## src/rtl/vga_pkg.sv

```systemverilog
// Shared VGA definitions: screen geometry, colour constants and the ball FSM encoding.
package vga_pkg;

  localparam int H_RES = 640;
  localparam int V_RES = 480;

  typedef struct packed {
    logic [3:0] r;
    logic [3:0] g;
    logic [3:0] b;
  } rgb_t;

  localparam rgb_t COL_BLACK = 12'h000;
  localparam rgb_t COL_WHITE = 12'hFFF;
  localparam rgb_t COL_HIT   = 12'hF00;

  localparam logic [1:0] ST_IDLE  = 2'd0;
  localparam logic [1:0] ST_RUN   = 2'd1;
  localparam logic [1:0] ST_PAUSE = 2'd2;
  localparam logic [1:0] ST_FLASH = 2'd3;

  function automatic logic [7:0] sat_inc8(input logic [7:0] v);
    return (v == 8'hFF) ? v : v + 8'd1;
  endfunction

endpackage

```

## src/rtl/ball_renderer_axis_bounce.sv

```systemverilog
// One axis of ball motion: position/direction register with edge clamp and bounce flag.
module axis_bounce #(
  parameter int LIMIT = 640,
  parameter int SIZE  = 16,
  parameter int SPEED = 2,
  parameter int INIT  = 312
) (
  input  logic       i_clk,
  input  logic       i_rst,
  input  logic       i_step,
  output logic [9:0] o_pos,
  output logic       o_bounce
);

  logic [9:0]  r_pos;
  logic        r_dir;
  logic [10:0] w_pos_ext;
  logic [10:0] w_far_edge;
  logic [9:0]  w_next_pos;
  logic        w_next_dir;
  logic        w_hit;

  // Widened to 11 bits so the far-edge sum never wraps near the limit.
  assign w_pos_ext  = {1'b0, r_pos};
  assign w_far_edge = w_pos_ext + 11'(SIZE) + 11'(SPEED);

  always_comb begin
    w_next_pos = r_pos;
    w_next_dir = r_dir;
    w_hit      = 1'b0;
    if (r_dir) begin
      if (w_far_edge > 11'(LIMIT)) begin
        w_next_pos = 10'(LIMIT - SIZE);
        w_next_dir = 1'b0;
        w_hit      = 1'b1;
      end else begin
        w_next_pos = r_pos + 10'(SPEED);
      end
    end else begin
      if (w_pos_ext < 11'(SPEED)) begin
        w_next_pos = '0;
        w_next_dir = 1'b1;
        w_hit      = 1'b1;
      end else begin
        w_next_pos = r_pos - 10'(SPEED);
      end
    end
  end

  always_ff @(posedge i_clk or negedge i_rst) begin
    if (!i_rst) begin
      r_pos <= 10'(INIT);
      r_dir <= 1'b1;
    end else if (i_step) begin
      r_pos <= w_next_pos;
      r_dir <= w_next_dir;
    end
  end

  assign o_pos    = r_pos;
  assign o_bounce = i_step & w_hit;

endmodule

```

## src/rtl/ball_renderer.sv

```systemverilog
// Square bouncing ball: run/pause/flash control, per-frame motion and a one-strobe
// registered pixel stage that keeps RGB aligned with the delayed syncs.
module ball_renderer import vga_pkg::*; #(
  parameter int H_RES        = vga_pkg::H_RES,
  parameter int V_RES        = vga_pkg::V_RES,
  parameter int BALL_SIZE    = 16,
  parameter int SPEED        = 2,
  parameter int X_INIT       = 312,
  parameter int Y_INIT       = 232,
  parameter int FLASH_FRAMES = 8
) (
  input  logic       i_clk,
  input  logic       i_rst,
  input  logic       i_pix_stb,
  input  logic [9:0] i_x,
  input  logic [8:0] i_y,
  input  logic       i_active,
  input  logic       i_hs,
  input  logic       i_vs,
  input  logic       i_animate,
  input  logic       i_start,
  input  logic       i_pause,
  output logic [3:0] o_r,
  output logic [3:0] o_g,
  output logic [3:0] o_b,
  output logic       o_hs,
  output logic       o_vs,
  output logic [7:0] o_bounce_cnt,
  output logic       o_running
);

  localparam int FCW = $clog2(FLASH_FRAMES + 1);

  logic [1:0]     r_state;
  logic [FCW-1:0] r_flash_cnt;
  logic [7:0]     r_bounce_cnt;
  logic           r_pause_d;
  rgb_t           r_rgb;
  logic           r_hs;
  logic           r_vs;

  logic       w_frame_tick;
  logic       w_pause_rise;
  logic       w_moving;
  logic       w_move;
  logic       w_bounce_x;
  logic       w_bounce_y;
  logic       w_bounce;
  logic [9:0] w_ball_x;
  logic [9:0] w_ball_y;
  logic       w_inside;
  rgb_t       w_colour;

  assign w_frame_tick = i_animate & i_pix_stb;
  assign w_pause_rise = i_pause & ~r_pause_d;
  assign w_moving     = (r_state == ST_RUN) | (r_state == ST_FLASH);
  // A pause edge wins over a coincident tick, so that tick produces no motion.
  assign w_move       = w_frame_tick & w_moving & ~w_pause_rise;
  assign w_bounce     = w_bounce_x | w_bounce_y;

  axis_bounce #(
    .LIMIT (H_RES),
    .SIZE  (BALL_SIZE),
    .SPEED (SPEED),
    .INIT  (X_INIT)
  ) u_axis_x (
    .i_clk    (i_clk),
    .i_rst    (i_rst),
    .i_step   (w_move),
    .o_pos    (w_ball_x),
    .o_bounce (w_bounce_x)
  );

  axis_bounce #(
    .LIMIT (V_RES),
    .SIZE  (BALL_SIZE),
    .SPEED (SPEED),
    .INIT  (Y_INIT)
  ) u_axis_y (
    .i_clk    (i_clk),
    .i_rst    (i_rst),
    .i_step   (w_move),
    .o_pos    (w_ball_y),
    .o_bounce (w_bounce_y)
  );

  always_ff @(posedge i_clk or negedge i_rst) begin
    if (!i_rst) begin
      r_state      <= ST_IDLE;
      r_flash_cnt  <= '0;
      r_bounce_cnt <= '0;
      r_pause_d    <= 1'b0;
    end else begin
      r_pause_d <= i_pause;
      case (r_state)
        ST_IDLE: begin
          if (i_start) r_state <= ST_RUN;
        end
        ST_RUN, ST_FLASH: begin
          if (w_pause_rise) begin
            r_state <= ST_PAUSE;
          end else if (w_move) begin
            if (w_bounce) begin
              r_state      <= ST_FLASH;
              r_flash_cnt  <= FCW'(FLASH_FRAMES);
              r_bounce_cnt <= sat_inc8(r_bounce_cnt);
            end else if (r_state == ST_FLASH) begin
              r_flash_cnt <= r_flash_cnt - FCW'(1);
              if (r_flash_cnt == FCW'(1)) r_state <= ST_RUN;
            end
          end
        end
        ST_PAUSE: begin
          if (w_pause_rise) begin
            r_state     <= ST_RUN;
            r_flash_cnt <= '0;
          end
        end
        default: r_state <= ST_IDLE;
      endcase
    end
  end

  assign w_inside = i_active
                  & ({1'b0, i_x} >= {1'b0, w_ball_x})
                  & ({1'b0, i_x} <  {1'b0, w_ball_x} + 11'(BALL_SIZE))
                  & ({2'b0, i_y} >= {1'b0, w_ball_y})
                  & ({2'b0, i_y} <  {1'b0, w_ball_y} + 11'(BALL_SIZE));

  always_comb begin
    w_colour = COL_BLACK;
    if (w_inside) w_colour = (r_state == ST_FLASH) ? COL_HIT : COL_WHITE;
  end

  always_ff @(posedge i_clk or negedge i_rst) begin
    if (!i_rst) begin
      r_rgb <= COL_BLACK;
      r_hs  <= 1'b1;
      r_vs  <= 1'b1;
    end else if (i_pix_stb) begin
      r_rgb <= w_colour;
      r_hs  <= i_hs;
      r_vs  <= i_vs;
    end
  end

  assign o_r          = r_rgb.r;
  assign o_g          = r_rgb.g;
  assign o_b          = r_rgb.b;
  assign o_hs         = r_hs;
  assign o_vs         = r_vs;
  assign o_bounce_cnt = r_bounce_cnt;
  assign o_running    = w_moving;

endmodule

```

## config.mk

```make
export PLATFORM = sky130hd
export DESIGN_NAME = ball_renderer
export DESIGN_NICKNAME = d
export VERILOG_FILES = /design/src/rtl/vga_pkg.sv /design/src/rtl/ball_renderer_axis_bounce.sv /design/src/rtl/ball_renderer.sv
export SDC_FILE = /design/constraint.sdc
export NUM_CORES = 1
export LEC_CHECK = 0
export ABC_CLOCK_PERIOD_IN_PS = 3800
export CORE_UTILIZATION = 45
export CTS_BUF_LIST = sky130_fd_sc_hd__clkbuf_4
export CTS_CLUSTER_DIAMETER = 100
export DETAILED_ROUTE_END_ITERATION = 8
export MAX_ROUTING_LAYER = met4
export PLACE_DENSITY = 0.7
export SLEW_MARGIN = 20
export SYNTH_ARGS = -nofsm -noshare
export SYNTH_HDL_FRONTEND = slang
export SYNTH_HIERARCHICAL = 1
export SYNTH_SLANG_ARGS = --single-unit
export TNS_END_PERCENT = 20
```

## constraint.sdc

```tcl
create_clock -name i_clk -period 3.8 [get_ports i_clk]
set_clock_uncertainty 0.15 [all_clocks]
set_input_delay 0.38 -clock i_clk [delete_from_list [all_inputs] [get_ports i_clk]]
set_output_delay 0.38 -clock i_clk [all_outputs]
set_load 0.01 [all_outputs]
```

# Word level (Yosys, flattened, before mapping)
# Cells that the tools add are included.
[totals] regBits=51 latchBits=0 ram_bits=0 mem_bits_ro=0 output_inout_bits=23 elab_cells=97 n_memories=0
[op_classes] add_sub_neg=10 n_mul=0 n_div=0 order_cmp=8 eq_ne=13 shift=0 mux=32 bitwise=15 n_reduce_logical=6
[op_table] cell="2-to-1 mux 10 bit" n=6
[op_table] cell="adder 10 x 5 -> 11 bit (second input constant)" n=2
[op_table] cell="adder 11 x 2 -> 11 bit (second input constant)" n=2
[op_table] cell="adder 10 x 2 -> 10 bit (second input constant)" n=2
[op_table] cell="less-than comparator 10 x 2 -> 1 bit (second input constant)" n=2
[op_table] cell="2-to-1 mux 4 bit" n=5
[op_table] cell="subtractor 10 x 2 -> 10 bit (second input constant)" n=2
[op_table] cell="AND reduction 5 bit" n=3
[op_table] cell="2-to-1 mux 2 bit" n=7
[op_table] cell="2-to-1 mux 12 bit" n=1
[op_table] cell="greater-than comparator 11 x 10 -> 1 bit (second input constant)" n=1
[op_table] cell="greater-than comparator 11 x 9 -> 1 bit (second input constant)" n=1
[op_table] cell="less-than comparator 10 x 11 -> 1 bit" n=1
[op_table] cell="less-than comparator 9 x 11 -> 1 bit" n=1
[op_table] cell="AND 1 bit" n=10
[op_table] cell="greater-or-equal comparator 10 bit" n=1
[op_table] cell="greater-or-equal comparator 9 x 10 -> 1 bit" n=1
[op_table] cell="2-to-1 mux 1 bit" n=10
[op_table] cell="adder 8 x 1 -> 8 bit (second input constant)" n=1
[op_table] cell="== test 8 bit (second input constant)" n=1
[op_table] cell="2-to-1 mux 8 bit" n=1
[op_table] cell="!= test 4 bit (second input constant)" n=2
[op_table] cell="case mux 4 bit (2 select lines)" n=1
[op_table] cell="!= test 2 bit (second input constant)" n=3
[op_table] cell="other kinds (13)" n=17

# Longest topological paths before layout
# Gate-level depths: netlist of the first run.
[depth] ltp_word=11 mapped_depth=13 mapped_depth_nobuf=12

# By module
# Netlist of the first run, hierarchy kept.
[modules_own_cells] mod="ball_renderer" instances=1 cells_per_inst=218 area_each_um2=1905.6 seq_area_each_um2=478.0
[modules_own_cells] mod="axis_bounce (u_axis_y)" instances=1 cells_per_inst=125 area_each_um2=1018.5 seq_area_each_um2=256.5
[modules_own_cells] mod="axis_bounce (u_axis_x)" instances=1 cells_per_inst=125 area_each_um2=977.2 seq_area_each_um2=256.5

# Worst setup path after synthesis of the first run
# OpenSTA, ideal clock, no wires.
[synth_timing] path_kind="reg2reg" startpoint="register u_axis_x.r_pos[5], in the netlist u_axis_x/o_pos[5]" endpoint="register r_bounce_cnt[5], in the netlist o_bounce_cnt[5]" setup_ps=126 arrival_time_ps=2841 t_required_ps=3524 setup_slack_ps=682 path_stages_with_launch=14 n_path_buf=2 path_cell_list="dfstp_2 clkbuf_1 buf_2 a21oi_1 a211o_1 o2bb2ai_1 o41ai_4 nand2_1 and3_1 nor2_1 nor3b_2 and4_4 nand3_2 xnor2_1"
[synth_between] elab_chain_cells=8
[synth_rtl] element="start, declared" line="ball_renderer_axis_bounce.sv:15" rtl="logic [9:0] r_pos;"
[synth_rtl] element="start signal, assigned" line="ball_renderer_axis_bounce.sv:52" rtl="r_pos <= 10'(INIT);"
[synth_rtl] element="start signal, assigned" line="ball_renderer_axis_bounce.sv:55" rtl="r_pos <= w_next_pos;"
[synth_rtl] element="adder 10 x 5 -> 11 bit" line="ball_renderer_axis_bounce.sv:25" rtl="assign w_far_edge = w_pos_ext + 11'(SIZE) + 11'(SPEED);"
[synth_rtl] element="adder 11 x 2 -> 11 bit" line="ball_renderer_axis_bounce.sv:25"
[synth_rtl] element="greater-than comparator 11 x 10 -> 1 bit" line="ball_renderer_axis_bounce.sv:32" rtl="if (w_far_edge > 11'(LIMIT)) begin"
[synth_rtl] element="2-to-1 mux 1 bit" line="ball_renderer_axis_bounce.sv:32"
[synth_rtl] element="2-to-1 mux 1 bit (*)" line="ball_renderer_axis_bounce.sv:31" rtl="if (r_dir) begin"
[synth_rtl] element="AND 1 bit (*)" line="ball_renderer_axis_bounce.sv:61" rtl="assign o_bounce = i_step & w_hit;"
[synth_rtl] element="via w_bounce_x" line="ball_renderer.sv:46" rtl="logic w_bounce_x;"
[synth_rtl] element="bitwise OR 1 bit (*)" line="ball_renderer.sv:59" rtl="assign w_bounce = w_bounce_x | w_bounce_y;"
[synth_rtl] element="AND reduction 5 bit (no source line) (*)"
[synth_rtl] element="end signal, assigned" line="ball_renderer.sv:106" rtl="r_bounce_cnt <= sat_inc8(r_bounce_cnt);"
[synth_rtl] element="end, declared" line="ball_renderer.sv:36" rtl="logic [7:0] r_bounce_cnt;"
# The timed path passes the listed nets; every way through them passes the cells marked *.
# A chain may end at the register's enable or synchronous reset.

# Final worst setup path of the first run
[layout_timing] startpoint="register u_axis_y.r_pos[1], in the netlist u_axis_y/o_pos[1]" endpoint="register r_bounce_cnt[5], in the netlist o_bounce_cnt[5]"
[layout_between] elab_chain_cells=8
[layout_rtl] element="start, declared" line="ball_renderer_axis_bounce.sv:15"
[layout_rtl] element="start signal, assigned" line="ball_renderer_axis_bounce.sv:52"
[layout_rtl] element="start signal, assigned" line="ball_renderer_axis_bounce.sv:55"
[layout_rtl] element="adder 10 x 5 -> 11 bit" line="ball_renderer_axis_bounce.sv:25"
[layout_rtl] element="adder 11 x 2 -> 11 bit" line="ball_renderer_axis_bounce.sv:25"
[layout_rtl] element="greater-than comparator 11 x 9 -> 1 bit" line="ball_renderer_axis_bounce.sv:32"
[layout_rtl] element="2-to-1 mux 1 bit" line="ball_renderer_axis_bounce.sv:32"
[layout_rtl] element="2-to-1 mux 1 bit (*)" line="ball_renderer_axis_bounce.sv:31"
[layout_rtl] element="AND 1 bit (*)" line="ball_renderer_axis_bounce.sv:61"
[layout_rtl] element="via w_bounce_y" line="ball_renderer.sv:47" rtl="logic w_bounce_y;"
[layout_rtl] element="bitwise OR 1 bit (*)" line="ball_renderer.sv:59"
[layout_rtl] element="AND reduction 5 bit (no source line) (*)"
# Marked as above.

==> results of run 1 <==
## cell type report
| class | instances | area (sq um) | area share, % |
|---|---|---|---|
| clock inverters | 3 | 20.0 | 0.454 |
| repair buffers | 55 | 533 | 12.1 |
| well taps | 105 | 131 | 2.98 |
| multi-input cells | 357 | 2550 | 57.9 |
| clock buffers | 5 | 37.5 | 0.852 |
| inverters | 38 | 143 | 3.24 |
| flip-flops and latches | 39 | 991 | 22.5 |
## per-stage QoR
stage,worst slack [ns],instances
final,0.449,602
after global routing,0.206,602
after CTS,0.450,602
after detailed placement,0.466,594
after global placement,0.611,594
after floorplan,0.682,468
## power by group
group	total, mW	leakage (nW)	switching [mW]	internal (mW)
Sequential	0.765	0.473	0.244	0.521
Clock	0.227	0.0272	0.157	0.0708
Combinational	1.05	1.26	0.555	0.499
## cell families (layout without fill, tap and decap cells)
group | Yosys count | in the layout
multiplexers | 6 | 6
other | 2 | 2
adder cells (fa/ha/maj) | 39 | 39
AND/OR/NAND/NOR | 165 | 165
flip-flops | 39 | 39
AO/OA/AOI/OAI | 124 | 124
XOR/XNOR | 21 | 21
buffers and inverters | 72 | 101
## layer usage
layer	vias up	routed length, um	GRT usage, %
li1	1755	-	-
met1	1761	4130	26.9
met2	125	4430	35.6
met3	18	484	2.47
met4	0	150	7.07
met5	-	0	-
## registers in the layout (all words and copies together), names as in the netlist
register and cells:
u_axis_x/o_pos 9, u_axis_y/o_pos 9, o_bounce_cnt 8, r_flash_cnt 4, r_state 2, o_g 1, o_hs 1, o_r 1
o_vs 1, r_pause_d 1, u_axis_x/r_dir 1, u_axis_y/r_dir 1
## placed cells by master, fill, tap and decap left out, types with 4 or more instances in the layout
master           netlist  final
buf_4                 13      5
clkdlybuf4s50_1        0     49
nor2_1                25     25
a32oi_1                4      4
o21ai_0               25     25
or2_2                  4      4
dfstp_2               12     12
ha_1                  39     39
and3_1                 6      6
nand2b_1              10     10
xor2_1                 5      5
nand2_1               37     37
nand4_1               13     13
a22oi_1                5      5
nor3_1                19     19
xnor2_1               16     16
a41oi_1                4      4
o211ai_1               4      4
a21oi_1               26     26
nor3b_1                6      6
o22ai_1                4      4
a31oi_1                9      9
nand3_1               18     18
inv_1                 38     38
clkbuf_4               0      5
mux2_2                 5      5
dfrtp_1               27     27
## path summary, 6_finish.rpt
check | depth (start not counted) | slack (ns) | end | start
worst max-delay path | 12 | 0.45 | o_bounce_cnt[5] | u_axis_y/o_pos[1]
worst min-delay path | 1 | -0.03 | o_bounce_cnt[6] | i_rst
worst max register to register | 12 | 0.45 | o_bounce_cnt[5] | u_axis_y/o_pos[1]
worst min register to register | 1 | 0.36 | o_bounce_cnt[6] | o_bounce_cnt[6]
max in group asynchronous | 1 | 2.98 | o_r[2] | i_rst
min in group i_clk | 1 | 0.35 | r_pause_d | i_pause
## worst max-delay path, stage by stage, from the launching register on
cell       delay (ns)
dfrtp_1          0.60
inv_1            0.12
ha_1             0.35
nor3b_1          0.07
a41oi_1          0.23
o2111ai_1        0.20
o21ai_1          0.33
and3_1           0.26
nor2_1           0.10
nor3b_2          0.35
and4_4           0.30
nand3_2          0.08
xnor2_1          0.13
==> summary.md, run 1 <==
| Metric | Value |
|---|---|
| Setup TNS | 0 ns |
| Inserted Clock Buffers | 5 |
| Post-CTS setup buffer count | 0 |
| DP Area | 4350 sq um |
| Via count | 3,659 |
| Antenna violations before repair | 0 |
| Vias in the first global route | 3,337 |
| Max-cap violations | 0 |
| Post-DRT Antenna Nets | 0 |
| Filler Cell Count | 793 |
| Chip width | around 95 um |
| Area contributors post-synth | dfrtp_1 17%, ha_1 13%, dfstp_2 8.1% |
| Drt total wl | a little over 9 mm |
| Layout cell share with drive strength beyond 1 | between 10 and 15% |
| Routed WL per cell | between 15 and 20 um |
| PortBufs | 50 |
| CTS root buf | clkbuf_4 |
| Worst slew margin | roughly 42% |
| Adder-Cell Fraction of Synth Area | approximately 13% |
| Actual slew at the worst max-slew pin | about 0.87 ns |
| # clock sinks | 39 |
| Most common cell in the synthesized netlist | ha_1 |
| # DRC | 0 |
| Detailed Routing Iterations Pass 1 | 5 |
| Main synth FF type | dfrtp_1 |
| Main combinational cell family by area after synthesis | simple AND/OR/NAND/NOR gates |
| Worst hold slack | -0.0335 ns |
| Cells after Synth | 468 |
| P&R area growth vs syn | 13.0% |
| Core ar. | between 8000 and 9000 sq um |
| Synth top cells by count | 39 x ha_1, 38 x inv_1, 37 x nand2_1 |
| Total global-route track usage | 21.4% |
| Nets | between 500 and 600 |
| Mux contribution to synthesized area | 1.70% |
| Achievable clock frequency | 0.298 GHz |
| Num ports | 51 |
| CP required | slightly below 4 ns |
| Flops & latches, synth | 39 |
| YS warnings | 6 |
| Leakage | 1.76 nW |
| Peak supply drop | 256 uV |
| Clk Latency, worst-skew pair | approximately 0.36 ns |
| DRC marker count from the first detailed-route iteration | just under 300 |
| Hold Vio Cnt, Final | 27 |
| Via/cell ratio | around 6.1 |
| Seq/Total Area, Yosys | 25.4% |
| Startpoint Class | flop |
| Count of cell types in the netlist | a little under 80 |
| CP endpoint kind | flop |
| Layout Utilization | a little over half |
| Largest net degree at the start of global routing | 40 |
| Post-synthesis average cell area | roughly 8.3 sq um |
| Synth Area in Simple Gates | 23.2% |
| Die Y | about 95 um |
| Num rows | 33 |
| Clk slew on worst S/H paths | approximately 0.14 ns |
| Initial Utilization | a little under half |
| Design Area, Final | ~4400 sq um |
| PD cells | around 460 nW/um^2 |
| Hold buffer count at CTS | 0 |
| Status | complete, but fails checks |
| Cts repair resizes | 0 |
| Design Power | around 2.0 mW |
| Post-Synth XOR/XNOR Area | 4.71% |
| Post-synthesis async set-or-reset flop share | between 90% and 100% |
| Max Root-Sink Buffers | 2 |
| Placer Congestion | about 0.86 |
| Total gr overflow | 0 |
| RSZ-0062 raised after global routing | false |
| Worst-path maximum fanout | 12 |
| Crit path DAT | between 3 and 4 ns |
| Net count after synthesis | roughly 540 |
| Final setup vio count | 0 |
| Post-route minimum period | 3.35 ns |
| # diodes | 0 |
| Htree depth | 2 |
| Compound-Gate Fraction of Synth Area | approximately 23% |
| Post-Syn Area | approximately 3900 sq um |
| Final Slew Violations | 0 |
| Die area | between 9000 and 10,000 sq um |
| Post-DP HPWL | 6.88 mm |
| Synth area leader | dfrtp_1 |
| Post-synth top area share | 17.3% |
| EDFF count, synth | 0 |
| Failing checks | hold timing |
| Final worst-path cycle share | 88.2% |
| CTS tree | done |
| Hold Path Class | input port to asynchronous set/reset pin |
| Critical path type | flop to flop |
| First-pass GRT wire length | roughly 15 mm |
Power figures use the tool's default switching activity.
==> run 2: changes to the inputs <==
--- a/config.mk
+++ b/config.mk
@@ -7,11 +7,12 @@
 export LEC_CHECK = 0
 export ABC_CLOCK_PERIOD_IN_PS = 3800
 export CORE_UTILIZATION = 45
-export CTS_BUF_LIST = sky130_fd_sc_hd__clkbuf_4
+export CTS_BUF_LIST = sky130_fd_sc_hd__clkbuf_16
 export CTS_CLUSTER_DIAMETER = 100
 export DETAILED_ROUTE_END_ITERATION = 8
 export MAX_ROUTING_LAYER = met4
 export PLACE_DENSITY = 0.7
+export REMOVE_ABC_BUFFERS = 1
 export SLEW_MARGIN = 20
 export SYNTH_ARGS = -nofsm -noshare
 export SYNTH_HDL_FRONTEND = slang
==> summary.md, run 2 (synthesis results as in run 1) <==
| Metric | Value |
|---|---|
| Status | complete, no violations (was complete, but fails checks) |
| Initial Utilization | 47.0% (unchanged) |
| Hold Vio Cnt, Final | 0 (was 27) |
| Total global-route track usage | 21.7% (was 21.4%) |
| First-pass GRT wire length | 15.4 mm (was 15.0 mm) |
| Core ar. | 8300 sq um (unchanged) |
| Cts repair resizes | 0 (unchanged) |
| Total gr overflow | 0 (unchanged) |
| Antenna violations before repair | 0 (unchanged) |
| Crit path DAT | 3.36 ns (was 3.46 ns) |
| Post-route minimum period | 3.35 ns (about the same) |
| DRC marker count from the first detailed-route iteration | 186 (was 295) |
| # DRC | 0 (unchanged) |
| Clk Latency, worst-skew pair | 0.28 ns (was 0.36 ns) |
| Hold Path Class | input port to asynchronous set/reset pin (unchanged) |
| Peak supply drop | 271 uV (was 256 uV) |
| Setup TNS | 0 ns (unchanged) |
| Max Root-Sink Buffers | 2 (unchanged) |
| P&R area growth vs syn | 16.2% (was 13.0%) |
| Final setup vio count | 0 (unchanged) |
| Worst-path maximum fanout | 12 (unchanged) |
| Hold buffer count at CTS | 0 (unchanged) |
| Final worst-path cycle share | 88.2% (about the same) |
| PortBufs | 50 (unchanged) |
| Layout Utilization | 54.6% (was 53.1%) |
| Chip width | 95.1 um (unchanged) |
| Most frequent cells in the layout | 49 x clkdlybuf4s50_1, 39 x inv_1, 39 x ha_1, 37 x nand2_1, 27 x dfrtp_1 (was 49 x clkdlybuf4s50_1, 39 x ha_1, 38 x inv_1, 37 x nand2_1, 27 x dfrtp_1) |
| Post-CTS setup buffer count | 0 (unchanged) |
| Detailed Routing Iterations Pass 1 | 5 (unchanged) |
| Vias in the first global route | 3,323 (was 3,337) |
| Die Y | 95.1 um (unchanged) |
| Critical path type | flop to flop (unchanged) |
| Layout cell share with drive strength beyond 1 | 9.88% (was 10.3%) |
| Num rows | 33 (unchanged) |
| Num ports | 51 (unchanged) |
| Routed WL per cell | 15.0 um (was 15.3 um) |
| Final Slew Violations | 0 (unchanged) |
| # clock sinks | 39 (unchanged) |
| Via count | 3,526 (was 3,659) |
| CP endpoint kind | flop (unchanged) |
| CP required | 3.81 ns (was 3.91 ns) |
| Commonest non-fill, non-tap cell in the layout | clkdlybuf4s50_1 (unchanged) |
| Clk slew on worst S/H paths | 0.06 ns (was 0.14 ns) |
| Achievable clock frequency | 0.298 GHz (about the same) |
| RSZ-0062 raised after global routing | false (unchanged) |
| Nets | 562 (was 563) |
| Via/cell ratio | 5.87 (was 6.08) |
| Placer Congestion | 0.931 (was 0.862) |
| Worst hold slack | 0.0485 ns (was -0.0335 ns) |
| Worst slew margin | 44.3% (was 42.1%) |
| # diodes | 0 (unchanged) |
| PD cells | 516 nW/um^2 (was 464 nW/um^2) |
| Post-DRT Antenna Nets | 0 (unchanged) |
| Die area | 9050 sq um (unchanged) |
| Actual slew at the worst max-slew pin | 0.836 ns (was 0.868 ns) |
| CTS root buf | clkbuf_16 (was clkbuf_4) |
| Leakage | 1.82 nW (was 1.76 nW) |
| Post-DP HPWL | 6.71 mm (was 6.88 mm) |
| Startpoint Class | flop (unchanged) |
| Inserted Clock Buffers | 5 (unchanged) |
| Largest net degree at the start of global routing | 40 (unchanged) |
| Drt total wl | 9.02 mm (was 9.20 mm) |
| Max-cap violations | 0 (unchanged) |
| CTS tree | done (unchanged) |
| Htree depth | 2 (unchanged) |
-- run 2: metrics by stage --
step	power (mW)	cell area, sq um	setup WS [ns]	std cells
2_1_floorplan	1.47	3680	0.581	434
3_3_place_gp	1.77	4340	0.610	593
3_5_place_dp	1.80	4340	0.483	593
4_1_cts	2.35	4530	0.454	601
5_1_grt	2.53	4530	0.150	601
6_report	2.34	4530	0.447	601
-- run 2: worst paths after layout --
path / endpoint / cells after the start / slack (ns) / startpoint
max: o_bounce_cnt[5] / 12 / 0.45 / u_axis_y/o_pos[1]
min: u_axis_x/o_pos[7] / 1 / 0.05 / i_rst
max reg2reg: o_bounce_cnt[5] / 12 / 0.45 / u_axis_y/o_pos[1]
min reg2reg: o_bounce_cnt[6] / 1 / 0.37 / o_bounce_cnt[6]
max in group asynchronous: u_axis_y/o_pos[4] / 1 / 2.92 / i_rst
min in group i_clk: o_bounce_cnt[6] / 1 / 0.37 / o_bounce_cnt[6]
-- run 2: final cells by class --
type,instances,area (sq um)
Clock buffer,5,125
Clock inverter,3,63.8
Fill cell,766,3770
Inverter,38,143
Multi-Input combinational cell,357,2550
Sequential cell,39,991
Tap cell,105,131
Timing Repair Buffer,54,526
-- run 2: report_power, final --
part	internal, mW	switching [mW]
Combinational	0.497	0.546
Clock	0.373	0.156
Sequential	0.522	0.243
-- run 2: per-layer routing --
| layer | global-route usage [%] | up-vias | wire length [um] |
|---|---|---|---|
| li1 | - | 1763 | - |
| met1 | 27.6 | 1677 | 4170 |
| met2 | 35.4 | 75 | 4360 |
| met3 | 3.43 | 11 | 374 |
| met4 | 6.94 | 0 | 110 |
| met5 | - | - | 0 |
-- run 2: critical path: stages, from the launching register on --
cell and delay [ns]:
dfrtp_1 0.56, inv_1 0.12, ha_1 0.34, nor3b_1 0.06
a41oi_1 0.23, o2111ai_1 0.22, o21ai_1 0.32, and3_1 0.25
nor2_1 0.10, nor3b_2 0.34, and4_4 0.30, nand3_2 0.08
xnor2_1 0.14
==> run 3: changes to the inputs <==
--- a/config.mk
+++ b/config.mk
@@ -5,13 +5,13 @@
 export SDC_FILE = /design/constraint.sdc
 export NUM_CORES = 1
 export LEC_CHECK = 0
-export ABC_CLOCK_PERIOD_IN_PS = 3800
-export CORE_UTILIZATION = 45
+export ABC_CLOCK_PERIOD_IN_PS = 3250
+export CORE_UTILIZATION = 57
 export CTS_BUF_LIST = sky130_fd_sc_hd__clkbuf_16
 export CTS_CLUSTER_DIAMETER = 100
 export DETAILED_ROUTE_END_ITERATION = 8
 export MAX_ROUTING_LAYER = met4
-export PLACE_DENSITY = 0.7
+export PLACE_DENSITY = 0.85
 export REMOVE_ABC_BUFFERS = 1
 export SLEW_MARGIN = 20
 export SYNTH_ARGS = -nofsm -noshare
==> constraint.sdc (replaced) <==
create_clock -name i_clk -period 3.25 [get_ports i_clk]
set_clock_uncertainty 0.15 [all_clocks]
set_input_delay 0.325 -clock i_clk [delete_from_list [all_inputs] [get_ports i_clk]]
set_output_delay 0.325 -clock i_clk [all_outputs]
set_load 0.01 [all_outputs]
==> summary.md, run 3 (synthesis results as in run 1) <==
| Metric | Value |
|---|---|
| Final worst-path cycle share | 94.9% (was 88.2%) |
| Area of the multi-input gates | 2590 sq um (was 2550 sq um) |
| Hold Path Class | input port to asynchronous set/reset pin (unchanged) |
| Peak supply drop | 321 uV (was 271 uV) |
| CTS tree | done (unchanged) |
| CP endpoint kind | flop (unchanged) |
| Setup TNS | 0 ns (unchanged) |
| P&R area growth vs syn | 18.2% (was 16.2%) |
| Status | complete, but fails checks (was complete, no violations) |
| # DRC | 3 (was 0) |
| Total gr overflow | 0 (unchanged) |
| Design Power | 2.81 mW (was 2.34 mW) |
| PD cells | 610 nW/um^2 (was 516 nW/um^2) |
| Routed WL per cell | 16.2 um (was 15.0 um) |
| Layout Utilization | 71.0% (was 54.6%) |
| Antenna violations before repair | 0 (unchanged) |
| # diodes | 0 (unchanged) |
| Achievable clock frequency | 0.324 GHz (was 0.298 GHz) |
| Max Root-Sink Buffers | 2 (unchanged) |
| DRC marker count from the first detailed-route iteration | 261 (was 186) |
| Initial Utilization | 60.1% (was 47.0%) |
| Clk slew on worst S/H paths | 0.06 ns (about the same) |
| Layout cell share with drive strength beyond 1 | 14.1% (was 9.88%) |
| Actual slew at the worst max-slew pin | 0.887 ns (was 0.836 ns) |
| Filler Cell Count | 480 (was 766) |
| Storage element area | 995 sq um (was 991 sq um) |
| Leakage | 1.87 nW (was 1.82 nW) |
| Detailed Routing Iterations Pass 1 | 9 (was 5) |
| Crit-path cells | ha_2, a21oi_4, nor2_1, xnor2_1, o41ai_4, nand2_1, and3_1, nor3_1, nor3_1, a22oi_2, or2_2, o21ai_0 (was inv_1, ha_1, nor3b_1, a41oi_1, o2111ai_1, o21ai_1, and3_1, nor2_1, nor3b_2, and4_4, nand3_2, xnor2_1) |
| R2R setup slack | 0.16 ns (was 0.45 ns) |
| Crit path DAT | 3.09 ns (was 3.36 ns) |
| Commonest non-fill, non-tap cell in the layout | clkdlybuf4s50_1 (unchanged) |
| Chip width | 84.7 um (was 95.1 um) |
| Post-route minimum period | 3.09 ns (was 3.35 ns) |
| Sw Ratio | 41.9% (was 40.4%) |
| Worst-path maximum fanout | 7 (was 12) |
| Worst setup path end | r_flash_cnt[2] (was o_bounce_cnt[5]) |
| Drt total wl | 9.51 mm (was 9.02 mm) |
| Worst hold slack | 0.0139 ns (was 0.0485 ns) |
| FF-to-FF path depth | 12 (unchanged) |
| Nets | 575 (was 562) |
| First-pass GRT wire length | 16.0 mm (was 15.4 mm) |
| Placer Congestion | 0.952 (was 0.931) |
| # clock sinks | 39 (unchanged) |
| Vias in the first global route | 3,510 (was 3,323) |
| Critical Path Start | u_axis_x/o_pos[1] (was u_axis_y/o_pos[1]) |
| Final setup vio count | 0 (unchanged) |
| Reg2Reg Capture Point | r_flash_cnt[2] (was o_bounce_cnt[5]) |
| CP max-delay cell | dfrtp_2 (was dfrtp_1) |
| Comb power frac | 50.1% (was 44.6%) |
| Via/cell ratio | 6.32 (was 5.87) |
| Internal | 1.63 mW (was 1.39 mW) |
| Core ar. | 6490 sq um (was 8300 sq um) |
| Via count | 3,705 (was 3,526) |
| Hold Vio Cnt, Final | 0 (unchanged) |
| CTS root buf | clkbuf_16 (unchanged) |
| Startpoint Class | flop (unchanged) |
| R2r startpoint | u_axis_x/o_pos[1] (was u_axis_y/o_pos[1]) |
| Num rows | 29 (was 33) |
| Htree depth | 2 (unchanged) |
| Worst slew margin | 40.8% (was 44.3%) |
| Num ports | 51 (unchanged) |
| CP max stage delay | 0.46 ns (was 0.56 ns) |
| Post-DRT Antenna Nets | 0 (unchanged) |
| Largest net degree at the start of global routing | 40 (unchanged) |
| PortBufs | 50 (unchanged) |
| Failing checks | DRC |
| Die area | 7180 sq um (was 9050 sq um) |
| Inserted Clock Buffers | 5 (unchanged) |
| Net switching power | 1.18 mW (was 0.945 mW) |
| Final Slew Violations | 0 (unchanged) |
| Clk Latency, worst-skew pair | 0.29 ns (was 0.28 ns) |
| Most frequent cells in the layout | 49 x clkdlybuf4s50_1, 38 x inv_1, 37 x nand2_1, 37 x ha_1 (was 49 x clkdlybuf4s50_1, 39 x inv_1, 39 x ha_1, 37 x nand2_1, 27 x dfrtp_1) |
| CP dominant cell by count | nor3_1 |
| Post-DP HPWL | 6.91 mm (was 6.71 mm) |
| Total global-route track usage | 28.5% (was 21.7%) |
| Power share of the clock group | 19.6% (was 22.7%) |
| CP required | 3.25 ns (was 3.81 ns) |
| Critical path type | flop to flop (unchanged) |
| Max-cap violations | 0 (unchanged) |
| Sequential power share | 30.3% (was 32.7%) |
| Die Y | 84.7 um (was 95.1 um) |
## run 3: cell count changes in the layout (fill, tap and decap cells not counted), sizes merged
cell    delta
buf       +13
clkinv     +2
bufinv     -1
inv        -1
## run 3: power by group through the flow
stage | registers, mW | logic [mW] | clock network, mW
3_3_place_gp | 0.846 | 1.24 | 0
6_report | 0.853 | 1.41 | 0.552
4_1_cts | 0.855 | 1.31 | 0.558
3_5_place_dp | 0.859 | 1.29 | 0
2_1_floorplan | 0.824 | 0.894 | 0
5_1_grt | 0.877 | 1.58 | 0.575
## run 3: critical path: cells and delay by family, from the launching register on
family                     cells  cell delay [ns]
AOI/OAI and AO/OA              4             1.01
adders and majority gates      1             0.26
DFF                            1             0.46
and+or+nand+nor                6             0.90
xor gates and xnor gates       1             0.17
## run 3: stage by stage
step	instance area, sq um	worst slack, ns	instances
global placement	4370	0.193	573
CTS	4540	0.0457	581
finish	4610	0.164	586
global route	4610	-0.0181	586
floorplan	3680	0.0724	434
detailed placement	4370	0.0137	573
## run 3: what timing repair did
action | in CTS | in global routing
pin swaps | 0 | 1
resized for setup | 2 | 9
hold buffers | 0 | 0
endpoints found under the setup margin | 3 | 10
setup buffers | 0 | 5
## run 3: cell type report
class                      instances  area share, %
multi-input combinational        357           56.2
sequential                        39           21.6
timing repair buffer              67           13.5
inverter                          38           3.09
clock buffer                       5           2.71
tap                               77           2.09
clock inverter                     3          0.841
## run 3: how the worst min path moves through the flow
| stage | startpoint | endpoint | depth (start not counted) |
|---|---|---|---|
| final | i_rst | o_bounce_cnt[6] | 1 |
| after global routing | i_rst | o_bounce_cnt[6] | 1 |
| after CTS | i_rst | o_bounce_cnt[6] | 1 |
| after detailed placement | i_rst | u_axis_x/o_pos[6] | 1 |
| after global placement | i_rst | o_bounce_cnt[6] | 1 |
| after floorplan | i_rst | o_bounce_cnt[0] | 0 |
## run 3: per-layer routing
metal | vias up | GRT usage (%) | wire length (um)
li1 | 1785 | - | -
met1 | 1765 | 35.4 | 4150
met2 | 137 | 48.0 | 4740
met3 | 18 | 3.93 | 466
met4 | 0 | 8.63 | 149
met5 | - | - | 0
